[src/rtl/mem_port_arbiter.sv]
// -----------------------------------------------------------------------------
// mem_port_arbiter
//
// Shares one single-port synchronous SRAM (1-cycle read latency) between a
// write requester and a read requester. Writes win arbitration so that reads
// always observe the most recent data. A starvation counter forces a read
// through after STARVE_LIMIT consecutive losses. Read data lands in a
// 2-entry response FIFO so that read-side backpressure never stalls the SRAM.
//
// Ports:
//   clk_i, rst_i                 clock (rising edge), synchronous active-high reset
//   wr_req_i / wr_gnt_o          write request / same-cycle grant
//   wr_addr_i, wr_be_i, wr_data_i  write word address, byte enables, data
//   rd_req_i / rd_gnt_o          read request / same-cycle grant
//   rd_addr_i                    read word address
//   rd_rvalid_o / rd_rready_i    read response handshake
//   rd_rdata_o                   read response data (FIFO head)
//   mem_req_o, mem_we_o          SRAM access strobe and write enable
//   mem_addr_o, mem_be_o, mem_wdata_o  SRAM address, byte enables, write data
//   mem_rdata_i                  SRAM read data, valid one cycle after a read
//
// Optional build macro:
//   MEM_ARB_ASSERT_EN  adds simulation-only protocol assertions. When it is
//                      undefined no checking logic is compiled in.
// -----------------------------------------------------------------------------
module mem_port_arbiter #(
    parameter int ADDR_WIDTH   = 20,
    parameter int DATA_WIDTH   = 64,
    parameter int STARVE_LIMIT = 4
) (
    input  logic                    clk_i,
    input  logic                    rst_i,

    input  logic                    wr_req_i,
    output logic                    wr_gnt_o,
    input  logic [ADDR_WIDTH-1:0]   wr_addr_i,
    input  logic [DATA_WIDTH/8-1:0] wr_be_i,
    input  logic [DATA_WIDTH-1:0]   wr_data_i,

    input  logic                    rd_req_i,
    output logic                    rd_gnt_o,
    input  logic [ADDR_WIDTH-1:0]   rd_addr_i,
    output logic                    rd_rvalid_o,
    input  logic                    rd_rready_i,
    output logic [DATA_WIDTH-1:0]   rd_rdata_o,

    output logic                    mem_req_o,
    output logic                    mem_we_o,
    output logic [ADDR_WIDTH-1:0]   mem_addr_o,
    output logic [DATA_WIDTH/8-1:0] mem_be_o,
    output logic [DATA_WIDTH-1:0]   mem_wdata_o,
    input  logic [DATA_WIDTH-1:0]   mem_rdata_i
);

    localparam int BE_WIDTH = DATA_WIDTH / 8;
    localparam int STARVE_W = $clog2(STARVE_LIMIT + 1);
    localparam logic [STARVE_W-1:0] STARVE_MAX = STARVE_W'(STARVE_LIMIT);

    // ------------------------------------------------------------------
    // State
    // ------------------------------------------------------------------
    logic                  inflight_reg;
    logic [1:0]            count_reg;
    logic [1:0]            count_next;
    logic                  rd_ptr_reg;
    logic                  wr_ptr_reg;
    logic [DATA_WIDTH-1:0] fifo_mem [2];
    logic [STARVE_W-1:0]   starve_reg;
    logic [STARVE_W-1:0]   starve_next;

    logic       push;
    logic       pop;
    logic       rd_ok;
    logic       force_rd;
    logic [2:0] occupancy;

    // ------------------------------------------------------------------
    // Response side and read credit
    // ------------------------------------------------------------------
    assign rd_rvalid_o = !rst_i && (count_reg != 2'd0);
    assign rd_rdata_o  = fifo_mem[rd_ptr_reg];
    assign pop         = rd_rvalid_o && rd_rready_i;
    assign push        = inflight_reg;

    // A read in flight already owns a FIFO slot; a pop this cycle frees one,
    // which is what lets back-to-back reads stream at full rate.
    assign occupancy = {2'b00, inflight_reg} + {1'b0, count_reg} - {2'b00, pop};
    assign rd_ok     = occupancy < 3'd2;

    // ------------------------------------------------------------------
    // Arbitration (combinational, same-cycle grant)
    // ------------------------------------------------------------------
    assign force_rd = rd_req_i && rd_ok && (starve_reg == STARVE_MAX);
    assign wr_gnt_o = !rst_i && wr_req_i && !force_rd;
    assign rd_gnt_o = !rst_i && rd_req_i && rd_ok && (force_rd || !wr_req_i);

    // ------------------------------------------------------------------
    // Memory-side mux; idle cycles drive zeros
    // ------------------------------------------------------------------
    always_comb begin
        mem_req_o   = wr_gnt_o || rd_gnt_o;
        mem_we_o    = wr_gnt_o;
        mem_addr_o  = '0;
        mem_be_o    = '0;
        mem_wdata_o = '0;
        if (wr_gnt_o) begin
            mem_addr_o  = wr_addr_i;
            mem_be_o    = wr_be_i;
            mem_wdata_o = wr_data_i;
        end else if (rd_gnt_o) begin
            mem_addr_o  = rd_addr_i;
            mem_be_o    = {BE_WIDTH{1'b1}};
        end
    end

    // ------------------------------------------------------------------
    // Starvation counter: counts writes that beat an eligible read.
    // Cycles where the read is blocked by credit do not count as losses.
    // ------------------------------------------------------------------
    always_comb begin
        starve_next = starve_reg;
        if (rd_gnt_o) begin
            starve_next = '0;
        end else if (wr_gnt_o && rd_req_i && rd_ok && (starve_reg != STARVE_MAX)) begin
            starve_next = starve_reg + 1'b1;
        end
    end

    always_comb begin
        count_next = count_reg;
        case ({push, pop})
            2'b10:   count_next = count_reg + 2'd1;
            2'b01:   count_next = count_reg - 2'd1;
            default: count_next = count_reg;
        endcase
    end

    always_ff @(posedge clk_i) begin
        if (rst_i) begin
            inflight_reg <= 1'b0;
            count_reg    <= 2'd0;
            rd_ptr_reg   <= 1'b0;
            wr_ptr_reg   <= 1'b0;
            starve_reg   <= '0;
        end else begin
            inflight_reg <= rd_gnt_o;
            count_reg    <= count_next;
            starve_reg   <= starve_next;
            if (push) begin
                wr_ptr_reg <= !wr_ptr_reg;
            end
            if (pop) begin
                rd_ptr_reg <= !rd_ptr_reg;
            end
        end
    end

    // FIFO storage needs no reset: entries are only visible once counted.
    // A read in flight during reset is dropped because the pointers and
    // count are cleared regardless of the write below.
    generate
        for (genvar gi = 0; gi < 2; gi++) begin : g_fifo
            always_ff @(posedge clk_i) begin
                if (push && (wr_ptr_reg == 1'(gi))) begin
                    fifo_mem[gi] <= mem_rdata_i;
                end
            end
        end
    endgenerate

`ifdef MEM_ARB_ASSERT_EN
    // Consecutive cycles an eligible read has lost so far.
    int unsigned rd_wait_reg;

    always_ff @(posedge clk_i) begin
        if (rst_i) begin
            rd_wait_reg <= 0;
        end else if (rd_req_i && rd_ok && !rd_gnt_o) begin
            rd_wait_reg <= rd_wait_reg + 1;
        end else begin
            rd_wait_reg <= 0;
        end
    end

    a_one_grant: assert property (@(posedge clk_i) disable iff (rst_i)
        !(wr_gnt_o && rd_gnt_o))
        else $error("both grants high");

    a_no_push_full: assert property (@(posedge clk_i) disable iff (rst_i)
        push |-> (count_reg != 2'd2))
        else $error("response FIFO overflow");

    a_wr_stable: assert property (@(posedge clk_i) disable iff (rst_i)
        (wr_req_i && !wr_gnt_o) |=>
            ($stable(wr_addr_i) && $stable(wr_be_i) && $stable(wr_data_i)))
        else $error("write request changed before grant");

    a_rd_stable: assert property (@(posedge clk_i) disable iff (rst_i)
        (rd_req_i && !rd_gnt_o) |=> $stable(rd_addr_i))
        else $error("read request changed before grant");

    a_rdata_stable: assert property (@(posedge clk_i) disable iff (rst_i)
        (rd_rvalid_o && !rd_rready_i) |=> $stable(rd_rdata_o))
        else $error("read data changed under backpressure");

    a_no_starve: assert property (@(posedge clk_i) disable iff (rst_i)
        (rd_req_i && rd_ok && !rd_gnt_o) |-> (rd_wait_reg < STARVE_LIMIT))
        else $error("read starved");
`else
    // Protocol assertions are compiled only with MEM_ARB_ASSERT_EN.
`endif

endmodule

[config.mk]
export PLATFORM = sky130hd
export DESIGN_NAME = mem_port_arbiter
export DESIGN_NICKNAME = d
export VERILOG_FILES = /design/src/rtl/mem_port_arbiter.sv
export SDC_FILE = /design/constraint.sdc
export NUM_CORES = 1
export LEC_CHECK = 0
export ABC_AREA = 1
export BUFFER_PORTS_ARGS = -buffer_cell sky130_fd_sc_hd__buf_2
export CAP_MARGIN = 20
export CORE_ASPECT_RATIO = 1.4
export CORE_MARGIN = 2
export CORE_UTILIZATION = 30
export DETAILED_ROUTE_END_ITERATION = 10
export SLEW_MARGIN = 30
export SYNTH_ARGS = -nofsm -noshare
export SYNTH_HDL_FRONTEND = slang
export SYNTH_SLANG_ARGS = --single-unit
[constraint.sdc]
create_clock -name clk_i -period 7.6 [get_ports clk_i]
set_input_delay 0.76 -clock clk_i [delete_from_list [all_inputs] [get_ports clk_i]]
set_output_delay 0.76 -clock clk_i [all_outputs]
set_load 0.02 [all_outputs]
==> results of run 1 <==
[critical path, stage by stage]
cell	delay (ps)
buf_2	150
a21oi_1	180
nand2_1	100
inv_1	100
ha_1	220
or2_2	300
fa_1	480
nand2_1	50
inv_1	60
nand2_1	80
nor2_4	140
nand2_2	310
nand2_4	580
nor2_1	170
buf_2	200
[kinds of logic (layout without fill, tap and decap cells)]
family | Yosys count | count (layout) | share of synthesized area
other | 0 | 7 | 0
multiplexers | 64 | 64 | 0.1191
buffers and inverters | 107 | 457 | 0.07690
AO/OA/AOI/OAI | 13 | 13 | 0.01158
adder cells (fa/ha/maj) | 5 | 5 | 0.01158
AND/OR/NAND/NOR | 170 | 170 | 0.1145
XOR/XNOR | 1 | 1 | 0.001447
flip-flops | 137 | 137 | 0.6649
[power by group through the flow]
stage	Clock (mW)	Sequential, mW	Combinational [mW]
after floorplan	0	0.868	0.137
after global placement	0	0.867	0.252
after detailed placement	0	0.868	0.253
after CTS	0.750	0.852	0.255
after global routing	0.779	0.854	0.274
final	0.726	0.852	0.251
[per-layer routing]
metal	global-route usage	share of wire	vias to the layer above
li1	-	-	2340
met1	0.2472	0.44	2214
met2	0.2739	0.45	252
met3	0.06135	0.090	17
met4	0.06888	0.019	2
met5	0	0.00065	-
[how the worst min path moves through the flow]
| stage | slack, ps | to | start | cells after the start |
|---|---|---|---|---|
| CTS | 490 | fifo_mem[1][53] | mem_rdata_i[53] | 1 |
| global placement | 490 | starve_reg[0] | starve_reg[0] | 2 |
| floorplan | 460 | flop | rd_ptr_reg | 2 |
| finish | 490 | starve_reg[0] | starve_reg[0] | 2 |
| detailed placement | 490 | rd_ptr_reg | rd_ptr_reg | 2 |
| global route | 500 | fifo_mem[1][19] | mem_rdata_i[19] | 1 |
[placed cells by master, fill, tap and decap left out]
cell,count
or2_2,1
clkbuf_16,17
clkinvlp_4,3
nand2_2,1
clkbuf_1,1
a21oi_1,9
nand2_1,65
nor2_1,67
xor2_1,1
ha_1,4
nor2_4,3
inv_2,5
edfxtp_1,128
dfxtp_2,1
nand3_1,31
mux2_2,64
nand2_4,1
diode_2,7
o21bai_1,2
buf_2,341
nor3_1,1
clkinv_1,5
buf_4,3
fa_1,1
bufinv_16,1
inv_1,78
dfxtp_1,8
clkinv_2,3
o21ai_0,2
[cell type report]
type / instances / area share
multi-input cells: 253 / 0.1863
clock buffers: 18 / 0.05051
flip-flops and latches: 137 / 0.4737
clock inverters: 12 / 0.01016
diodes: 7 / 0.002062
well taps: 252 / 0.03711
repair buffers: 344 / 0.2035
inverters: 83 / 0.03667
[stage by stage]
stage	hold slack, ps	cells	power (mW)	worst slack [ps]
2_1_floorplan	459.1	497	1.005	3577
3_3_place_gp	488.1	1069	1.119	2742
3_5_place_dp	485.8	1069	1.121	2627
4_1_cts	492.8	1099	1.857	2606
5_1_grt	500.1	1101	1.907	2575
6_report	491.6	1106	1.829	2949
==> results.json, run 1 <==
{
  "areaGrowthSynthToFinish_pct": 40.40,
  "finalCritPeriodShare": 0.6120,
  "pwr-share-clk": 0.397,
  "fmax_mhz": 215.0,
  "syn-num-nets": 683,
  "drt-initial-drc-count": 218,
  "synthDistinctLibCells": 22,
  "synth_cells": 497,
  "placed_cell_area_um2": 7954,
  "crit_end": "mem_wdata_o[21]",
  "gp_congestion": 0.8496,
  "worstPathMaxFanout": 66,
  "cp-start-kind": "primary input",
  "peakVddDrop_mv": 0.1326,
  "firstDrtPassIters": 4,
  "grt_start_max_net_pins": 67,
  "cts_resized": 0,
  "synth_seq_cells": 137,
  "track_usage": 0.1838,
  "post-route-util": 0.4282,
  "initial_core_util": 0.3050,
  "worstSkewPairLatency_ps": 420,
  "reg2reg_to": "starve_reg[1]",
  "wl_per_cell_um": 18.12,
  "die-area_um2": 21340,
  "die_h_um": 172.1,
  "largest_reg_flops": 128,
  "worstPathRequired_ps": 6840,
  "fin_skew_ps": 8.320,
  "cts_hold_buf": 0,
  "ys_top_cells_by_count": "edfxtp_1 (128), inv_1 (79), nor2_1 (69)",
  "p_leak_nw": 4.088,
  "fin_nets": 1022,
  "combPwrFrac": 0.137,
  "drive_gt1_frac": 0.5242,
  "regToRegStartpoint": "count_reg[1]",
  "ant_nets": 0,
  "die_x_um": 124.0,
  "tightestPinTransition_ps": 946.2,
  "slew_viol_final": 0,
  "path_class": "primary input to primary output",
  "max_slew_margin": 0.3692,
  "cts_made_buffers": 17,
  "placement.io_buffers": 341,
  "clkSlewWorstSetupHoldPaths_ps": 60,
  "ys_top_cells_by_area": "edfxtp_1 (64%), mux2_2 (12%), inv_1 (4.9%)",
  "design_area_um2": 8497,
  "r2r_cells": 14,
  "finalHoldViolCount": 0,
  "clock-root-buffer": "clkbuf_16",
  "status": "finished, final reports clean",
  "switchingPower_uw": 450.0,
  "setup_violations": 0,
  "vias": 4825,
  "powerDensity_nw_per_um2": 215.3,
  "ys_seq_area_frac": 0.6649,
  "synth_ff_type": "edfxtp_1",
  "synth_most_common_cell": "edfxtp_1",
  "wl_um": 20040,
  "synth_area_um2": 6052,
  "cp-startpoint": "rst_i",
  "swShare": 0.2461,
  "rsz0062_at_grt": "false",
  "grt_antenna_before_repair": 5,
  "fin_crit_ps": 4651,
  "multi_input_area_um2": 1583,
  "io_pins": 342,
  "fillers": 1977,
  "ys_warn_count": 0,
  "yosysTopAreaCell": "edfxtp_1",
  "internal_power_mw": 1.379,
  "cts_max_level": 4,
  "drc": 0,
  "std_cell_rows": 61,
  "vias_per_cell": 4.363,
  "async_reset_ff_frac": 0,
  "core_area_um2": 19840,
  "cts.sinks": 137,
  "grt_pass1_wl_um": 27670,
  "crit_arrival_ps": 3890,
  "grt_pass1_vias": 4675,
  "cap_violations": 0,
  "regArea_um2": 4025,
  "synth-edff-count": 128,
  "r2r_slack_ps": 4660,
  "syn_area_per_cell_um2": 12.18,
  "seqPwrFrac": 0.466,
  "grt_overflow": 0,
  "clockBufferDepth": 2,
  "cts_tree": "built",
  "synth_top_area_share": 0.6351,
  "cts_setup_buffers": 0,
  "setup_tns_ps": 0,
  "hpwlAfterDp_um": 15620,
  "critPathCaptureType": "primary output",
  "hp-class": "flop to flop"
}
Note: power is estimated with default switching activity, not from simulation.
==> run 2: changes to the inputs <==
- clock period: 7.6 -> 3.9 ns (I/O delays scaled with it)
==> run 2 against run 1 <==
  * Sequential share of layout area is 1.3 points lower
  * Register-to-register slack worse by 3600 ps
  * Die area unchanged
  * Critical path depth is 1 higher
  * Clock-buffer cell count unchanged
  * Sequential power increased by 96%
  * Final area grew 2.9%
  * Clock skew increased by 1.8 ps
  * Utilization is 1.2 points higher
  * Combinational power increased by 98%
  * Wire length increased by 1.9%
  * First-iteration DRC count is 28% higher
  * Critical path type is now flop to primary output
  * Largest power group is now the clock network
  * Highest routed layer unchanged
==> results.json, run 2 (synthesis gave the netlist of run 1 again) <==
{
  "placed_cells": 1076,
  "tightestPinTransition_ps": 879.4,
  "die_x_um": 124.0,
  "crit_end": "mem_wdata_o[55]",
  "reg2reg_to": "starve_reg[1]",
  "wl_um": 20420,
  "drc": 0,
  "ant_nets": 0,
  "finalHoldViolCount": 0,
  "peakVddDrop_mv": 0.2445,
  "largest_reg_flops": 128,
  "grt_antenna_before_repair": 6,
  "worstPathMaxFanout": 23,
  "cp-startpoint": "count_reg[1]",
  "setup_violations": 0,
  "cp-start-kind": "flop",
  "hpwlAfterDp_um": 16000,
  "r2r_cells": 15,
  "die-area_um2": 21340,
  "fin_total_pwr_mw": 3.886,
  "drive_gt1_frac": 0.5321,
  "finalCritPeriodShare": 0.9538,
  "cts_setup_buffers": 0,
  "mostFrequentLayoutCell": "buf_2",
  "regToRegStartpoint": "count_reg[1]",
  "core_area_um2": 19840,
  "initial_core_util": 0.3050,
  "cts.sinks": 137,
  "hp-class": "primary input to flop",
  "placement.io_buffers": 341,
  "r2r_slack_ps": 1090,
  "fillers": 1971,
  "worstPathRequired_ps": 3510,
  "clkSlewWorstSetupHoldPaths_ps": 60,
  "die_h_um": 172.1,
  "firstDrtPassIters": 4,
  "clock-root-buffer": "clkbuf_16",
  "cts_tree": "built",
  "path_class": "flop to primary output",
  "drt-initial-drc-count": 279,
  "status": "finished, final reports clean",
  "areaGrowthSynthToFinish_pct": 44.49,
  "rsz0062_at_grt": "true",
  "cap_violations": 0,
  "fin_crit_ps": 3720,
  "layout_common_cells": "buf_2 (341), edfxtp_1 (128), inv_1 (78), nor2_1 (67), nand2_1 (65)",
  "grt_overflow": 0,
  "p_leak_nw": 4.205,
  "instances_no_fill": 1115,
  "worstSkewPairLatency_ps": 420,
  "clockBufferDepth": 2,
  "grt_pass1_vias": 4698,
  "gp_congestion": 0.9315,
  "regArea_um2": 4025,
  "vias": 4889,
  "grt_start_max_net_pins": 47,
  "grt_pass1_wl_um": 28150,
  "cts_max_level": 4,
  "crit_arrival_ps": 3330,
  "fmax_mhz": 268.8,
  "critPathCaptureType": "primary output",
  "multi_input_area_um2": 1578,
  "powerDensity_nw_per_um2": 444.4,
  "wl_per_cell_um": 18.31,
  "cts_made_buffers": 17,
  "max_slew_margin": 0.4137,
  "fin_skew_ps": 10.15,
  "fin_nets": 1030,
  "track_usage": 0.1863,
  "vias_per_cell": 4.385,
  "io_pins": 342,
  "slew_viol_final": 0,
  "std_cell_rows": 61
}
==> run 2: per-stage QoR <==
step | cell area (µm²) | hold WS (ps) | utilization | worst slack, ps | setup TNS [ps]
global placement | 8036 | 477.5 | 0.4050 | 565.9 | 0
global route | 8730 | 132.7 | 0.4399 | -2.743 | -5.886
finish | 8745 | 155.7 | 0.4407 | 180.1 | 0
floorplan | 6052 | 459.1 | - | 334.6 | 0
CTS | 8696 | 125.9 | 0.4382 | 63.68 | 0
detailed placement | 8064 | 481.0 | 0.4064 | 478.0 | 0
==> run 2: routing by layer <==
layer	vias to the layer above	track usage	wire [µm]
met1	2264	0.2318	8663
li1	2353	-	-
met4	4	0.05765	235
met2	246	0.2922	9402
met3	22	0.07949	2091
met5	-	0	22
==> run 2: report_power, final <==
group          internal, mW  switching, mW  leakage (nW)  total, mW
logic                 0.198          0.300          2.67      0.498
registers              1.65         0.0155          1.23       1.67
clock network          1.13          0.597         0.299       1.72
total                  2.97          0.913          4.20       3.89
==> run 2: worst min-delay path by stage <==
stage | from | end | slack (ps) | cells past startpoint
floorplan | rst_i | flop | 460 | 1
global placement | rd_ptr_reg | rd_ptr_reg | 480 | 2
detailed placement | rd_ptr_reg | rd_ptr_reg | 480 | 2
CTS | mem_rdata_i[0] | fifo_mem[0][0] | 130 | 1
global route | mem_rdata_i[15] | fifo_mem[0][15] | 130 | 1
finish | mem_rdata_i[0] | fifo_mem[0][0] | 160 | 1
==> run 2: layout make-up <==
type	instances	share of cell area
flip-flops and latches	137	0.4603
repair buffers	352	0.2132
multi-input cells	253	0.1804
clock buffers	18	0.04908
inverters	83	0.03606
well taps	252	0.03606
clock inverters	14	0.02318
diodes	6	0.001717
==> run 2: critical path, cell delays in order (launching register included) <==
cell and delay (ps):
dfxtp_1 410, inv_2 80, a21oi_1 170, nand2_1 100, inv_1 110, ha_1 230, or2_2 300, fa_1 480
nand2_1 50, inv_1 60, nand2_1 80, nor2_4 140, nand2_2 90, nand2_4 180, clkbuf_16 230, nor2_1 50
buf_2 150
==> run 2: repair_timing <==
action,CTS,global route
hold buffers,0,0
resized for setup,0,3
hold endpoints to repair,0,0
endpoints found under the setup margin,0,75
